`src/rtl/serial_word_feeder_pkg.sv`:
```
// serial_word_feeder_pkg: shared state type and counter-width helper for the serial word feeder
package serial_word_feeder_pkg;

  typedef enum logic [1:0] {
    IDLE,
    SHIFT,
    GAP
  } feeder_state_t;

  // Counter width for a count of n positions, never narrower than one bit
  function automatic int cnt_w(input int n);
    return (n < 2) ? 1 : $clog2(n);
  endfunction

endpackage

```
`src/rtl/serial_word_feeder.sv`:
```
// serial_word_feeder: serialises handshaked parallel words into shift_en/dir/din for an N-bit shift register
// Optional build macro SERIAL_WORD_FEEDER_CHECK_EN adds q_in/check_err to verify the register contents at done.
module serial_word_feeder #(
  parameter int N   = 8,
  parameter int GAP = 0
) (
  input  logic         clk,
  input  logic         rst_n,
  input  logic         in_valid,
  input  logic [N-1:0] in_data,
  input  logic         in_dir,
  output logic         in_ready,
  output logic         shift_en,
  output logic         dir,
  output logic         din,
  output logic         busy,
  output logic         done
`ifdef SERIAL_WORD_FEEDER_CHECK_EN
  ,
  input  logic [N-1:0] q_in,
  output logic         check_err
`endif
);
  import serial_word_feeder_pkg::*;

  localparam int CW = cnt_w(N);
  localparam int GW = cnt_w(GAP);
  localparam logic [CW-1:0] LAST  = CW'(N - 1);
  localparam logic [GW-1:0] GLAST = GW'((GAP > 0) ? GAP - 1 : 0);

  feeder_state_t r_state, w_state_nx;
  logic [CW-1:0] r_cnt, w_cnt_nx, w_idx;
  logic [GW-1:0] r_gcnt, w_gcnt_nx;
  logic [N-1:0]  r_word, w_word_nx;
  logic          r_dir, w_dir_nx;
  logic          r_shift_en, r_din, r_busy, r_done;
  logic          w_last, w_accept, w_bit;

  // Ready depends only on state and counters: idle, or the final cycle of the current word
  always_comb begin
    w_last   = (r_state == SHIFT) && (r_cnt == LAST);
    in_ready = (r_state == IDLE) ||
               ((GAP == 0) ? w_last
                           : ((r_state == serial_word_feeder_pkg::GAP) && (r_gcnt == GLAST)));
    w_accept = in_valid && in_ready;
  end

  // Next state, counters and latched word; the bit index walks MSB-first for left shifts
  always_comb begin
    w_state_nx = r_state;
    w_cnt_nx   = r_cnt;
    w_gcnt_nx  = r_gcnt;
    w_word_nx  = r_word;
    w_dir_nx   = r_dir;
    if (w_accept) begin
      w_state_nx = SHIFT;
      w_cnt_nx   = '0;
      w_word_nx  = in_data;
      w_dir_nx   = in_dir;
    end else if (r_state == SHIFT) begin
      w_cnt_nx = r_cnt + 1'b1;
      if (w_last) begin
        w_state_nx = (GAP > 0) ? serial_word_feeder_pkg::GAP : IDLE;
        w_gcnt_nx  = '0;
      end
    end else if (r_state == serial_word_feeder_pkg::GAP) begin
      w_gcnt_nx = r_gcnt + 1'b1;
      if (r_gcnt == GLAST) w_state_nx = IDLE;
    end
    w_idx = w_dir_nx ? (LAST - w_cnt_nx) : w_cnt_nx;
  end

  assign w_bit = w_word_nx[w_idx];

  // FSM state, counters and word register
  always_ff @(posedge clk or negedge rst_n) begin
    if (!rst_n) begin
      r_state <= IDLE;
      r_cnt   <= '0;
      r_gcnt  <= '0;
      r_word  <= '0;
      r_dir   <= 1'b0;
    end else begin
      r_state <= w_state_nx;
      r_cnt   <= w_cnt_nx;
      r_gcnt  <= w_gcnt_nx;
      r_word  <= w_word_nx;
      r_dir   <= w_dir_nx;
    end
  end

  // Registered register-side outputs, computed from next state so they line up with the shift cycles
  always_ff @(posedge clk or negedge rst_n) begin
    if (!rst_n) begin
      r_shift_en <= 1'b0;
      r_din      <= 1'b0;
      r_busy     <= 1'b0;
      r_done     <= 1'b0;
    end else begin
      r_shift_en <= (w_state_nx == SHIFT);
      r_din      <= (w_state_nx == SHIFT) && w_bit;
      r_busy     <= (w_state_nx != IDLE);
      r_done     <= w_last;
    end
  end

  assign shift_en = r_shift_en;
  assign dir      = r_dir;
  assign din      = r_din;
  assign busy     = r_busy;
  assign done     = r_done;

`ifdef SERIAL_WORD_FEEDER_CHECK_EN
  logic [N-1:0] r_done_word;
  logic         r_check_err;

  // Keep the completed word, since a streamed follow-on word may already own r_word during done
  always_ff @(posedge clk or negedge rst_n) begin
    if (!rst_n) begin
      r_done_word <= '0;
      r_check_err <= 1'b0;
    end else begin
      if (w_last) r_done_word <= r_word;
      r_check_err <= r_done && (q_in != r_done_word);
    end
  end

  assign check_err = r_check_err;

  a_q_match: assert property (@(posedge clk) disable iff (!rst_n) r_done |-> (q_in == r_done_word));
`endif

endmodule

```
`config.mk`:
```
export PLATFORM = sky130hd
export DESIGN_NAME = serial_word_feeder
export DESIGN_NICKNAME = d
export VERILOG_FILES = /design/src/rtl/serial_word_feeder_pkg.sv /design/src/rtl/serial_word_feeder.sv
export SDC_FILE = /design/constraint.sdc
export NUM_CORES = 1
export LEC_CHECK = 0
export CORE_ASPECT_RATIO = 1.25
export CORE_MARGIN = 2
export CORE_UTILIZATION = 40
export DETAILED_ROUTE_END_ITERATION = 10
export PLACE_DENSITY = 0.74
export SKIP_CTS_REPAIR_TIMING = 1
export SYNTH_ARGS = -nofsm -noshare
export SYNTH_HDL_FRONTEND = slang
export SYNTH_SLANG_ARGS = --single-unit
```
`constraint.sdc`:
```
create_clock -name clk -period 3.35 [get_ports clk]
set_input_delay 0.67 -clock clk [delete_from_list [all_inputs] [get_ports clk]]
set_output_delay 0.67 -clock clk [all_outputs]
set_load 0.01 [all_outputs]
```
==> qor.yml <==
grt:
  grt_max_degree: 20
  grt_pass1_vias: 727
  grt_pass1_wl_mm: 3.25
  antenna_found_initial: 0
  track_usage_pct: 14.9
  grt.overflow.total: 0
synthesis:
  syn-num-nets: 107
  ys.warnings.count: 0
  syn_area_um2: 1030
  syn-instance-count: 90
  ys_types: 32
  syn_avg_cell_area_um2: 11.5
  ys_seq_elements: 19
  yosysSeqAreaShare_pct: 46.1
setup_path:
  crit_chain: "inv_1 > ha_1 > a21o_4 > clkdlybuf4s50_1"
  end_kind: "output pin"
  rrSetupSlack_ps: 880
  cp-start-kind: "register"
  slowest_stage: "clkdlybuf4s50_1"
  r2r_end: "din$_DFF_PN0_"
  critPathKind: "reg -> out"
  critPathMaxStageDelay_ps: 540
  r2r_start: "r_cnt[0]$_DFF_PN0_"
  crit_fanout: 10
  cp_data_arrival_time_ps: 2050
  rr_worst_depth: 10
  crit_end: "in_ready"
  startpoint: "r_state[1]$_DFF_PN0_"
  critical_path_required_ps: 2680
placed_design:
  gp_congestion: 0.739
  place_area_um2: 1220
  dpl.hpwl_mm: 1.46
  post-place-ws_ps: 470
  io_buffers: 17
sta:
  fin_crit_ps: 2720
  grt_setup_unrepaired: "false"
  setup_tns_ps: 0
  period_share_pct: 81.1
  setup_violations: 0
  fin_worst_skew_ps: 5.77
  worst_slack_ps: 633
  hold_viol_final: 0
  relSlewSlack_pct: 43.7
  fmax_mhz: 368
  worst_slew_pin_slew_ps: 842
  slew_violations: 0
floorplanning:
  die_y_um: 60.8
  coreArea_um2: 2450
  die_w_um: 49.4
  start_util_pct: 42.1
  io_pins: 18
  dieArea_um2: 3010
  rows: 20
route:
  vias_per_cell: 5.11
  wirelength_mm: 1.92
  firstDrtPassIters: 4
  routedWlPerCell_um: 13.6
  vias: 720
  first_iter_violations: 9
  drc_errors: 0
  ant_nets: 0
flow_run:
  cap_violations: 0
status:
  outcome: "completed"
clock_tree:
  cts_buffer_depth: 2
  numClockSinks: 19
  root_buffer: "clkbuf_4"
  clk_pin_slew_worst_paths_ps: 100
  cts_max_level: 1
  clock_latency_ps: 300
  cts_tree: "yes"
  cts_buffers: 3
power:
  power.density_nw_per_um2: 293
  leakagePower_uw: 0.000590
  ir_worst_vdd_v: 0.000187
layout:
  final_area_um2: 1240
  num-nets-final: 126
  drive_above_1_share_pct: 15.7
  syn_to_final_growth_pct: 20.4
  final_util_pct: 50.7
  num_antenna_cells: 0
min_path:
  min_path_type: "reg -> reg"
-- layout by cell type (no fill, tap or decap), types with 2 or more instances in the layout --
master and count:
dfrtp_1 19, nor2_1 4, nand3_1 4, nor3_1 2, nand2_1 10, clkbuf_4 3, mux2i_1 5, clkdlybuf4s50_1 17
inv_1 5, mux2_2 5, a21oi_1 5, ha_1 5, o21ai_0 2, nand2b_1 3
-- stage by stage --
stage | instances | hold slack, ps | power (uW)
2_1_floorplan | 90 | 374 | 238
3_3_place_gp | 137 | 456 | 254
3_5_place_dp | 137 | 462 | 254
4_1_cts | 141 | 485 | 369
5_1_grt | 141 | 521 | 379
6_report | 141 | 486 | 364
-- final cells by class --
cell class                      count  area [um2]
Fill cell                         242        1210
Timing Repair Buffer               17         170
Clock buffer                        4        26.3
Multi-Input combinational cell     62         504
Sequential cell                    19         475
Inverter                            6        25.0
Tap cell                           33        41.3
-- worst min path at each step --
| stage | start | cells after the start | slack (ps) | to |
|---|---|---|---|---|
| finish | r_word[0]$_DFF_PN0_ | 2 | 490 | r_word[0]$_DFF_PN0_ |
| global placement | r_word[0]$_DFF_PN0_ | 2 | 460 | r_word[0]$_DFF_PN0_ |
| detailed placement | r_word[0]$_DFF_PN0_ | 2 | 460 | r_word[0]$_DFF_PN0_ |
| CTS | r_word[0]$_DFF_PN0_ | 2 | 490 | r_word[0]$_DFF_PN0_ |
| floorplan | rst_n | 0 | 370 | busy$_DFF_PN0_ |
| global route | r_word[0]$_DFF_PN0_ | 2 | 520 | r_word[0]$_DFF_PN0_ |
-- power breakdown --
group / leakage, uW / switching [uW] / internal (uW)
clock: 0.0000150 / 68.4 / 46.4
sequential: 0.000234 / 0 / 229
combinational: 0.000341 / 8.70 / 11.7
-- cells by family after synthesis --
| logic type | share of synthesized area (%) |
|---|---|
| adder cells (fa/ha/maj) | 6.06 |
| buffers and inverters | 5.09 |
| AO/OA/AOI/OAI | 16.7 |
| multiplexers | 12.5 |
| flip-flops | 46.1 |
| AND/OR/NAND/NOR | 13.6 |
-- cell usage after synthesis, drive strengths merged --
master	n	share of area, %
a21bo	1	0.97
a21o	2	2.2
a21oi	5	2.4
a221oi	3	4.8
a22oi	1	0.73
a32o	1	0.97
and2	1	0.61
buf	3	2.7
dfrtp	19	46
ha	5	6.1
inv	6	2.4
mux2	5	5.5
mux2i	6	7.0
nand2	11	5.6
nand2b	3	1.8
nand3	4	1.9
nor2	4	1.5
nor3	2	0.97
o211a	1	0.97
o211ai	2	1.9
o21ai	2	0.97
o21bai	1	0.73
or2	2	1.2
-- worst max-delay path, delay by kind of cell, from the launching register on --
kind                     cells  cell delay, ps
AO/OA/AOI/OAI                1             240
buffers and inverters        2             630
flip-flops                   1             430
adder cells (fa/ha/maj)      1             440
-- flip-flops by register name, indices dropped and copies added, names as in the netlist --
signal,flops
r_state,2
r_word,8
r_cnt,3
shift_en,1
r_gcnt,1
busy,1
done,1
dir,1
din,1
-- metal layers --
layer,global-route usage [%],wire [um],vias up
met2,27.8,1040,18
met3,3.20,80,4
met5,0,0,-
met4,8.73,31,0
li1,-,-,356
met1,15.7,770,342
Power figures use the tool's default switching activity.
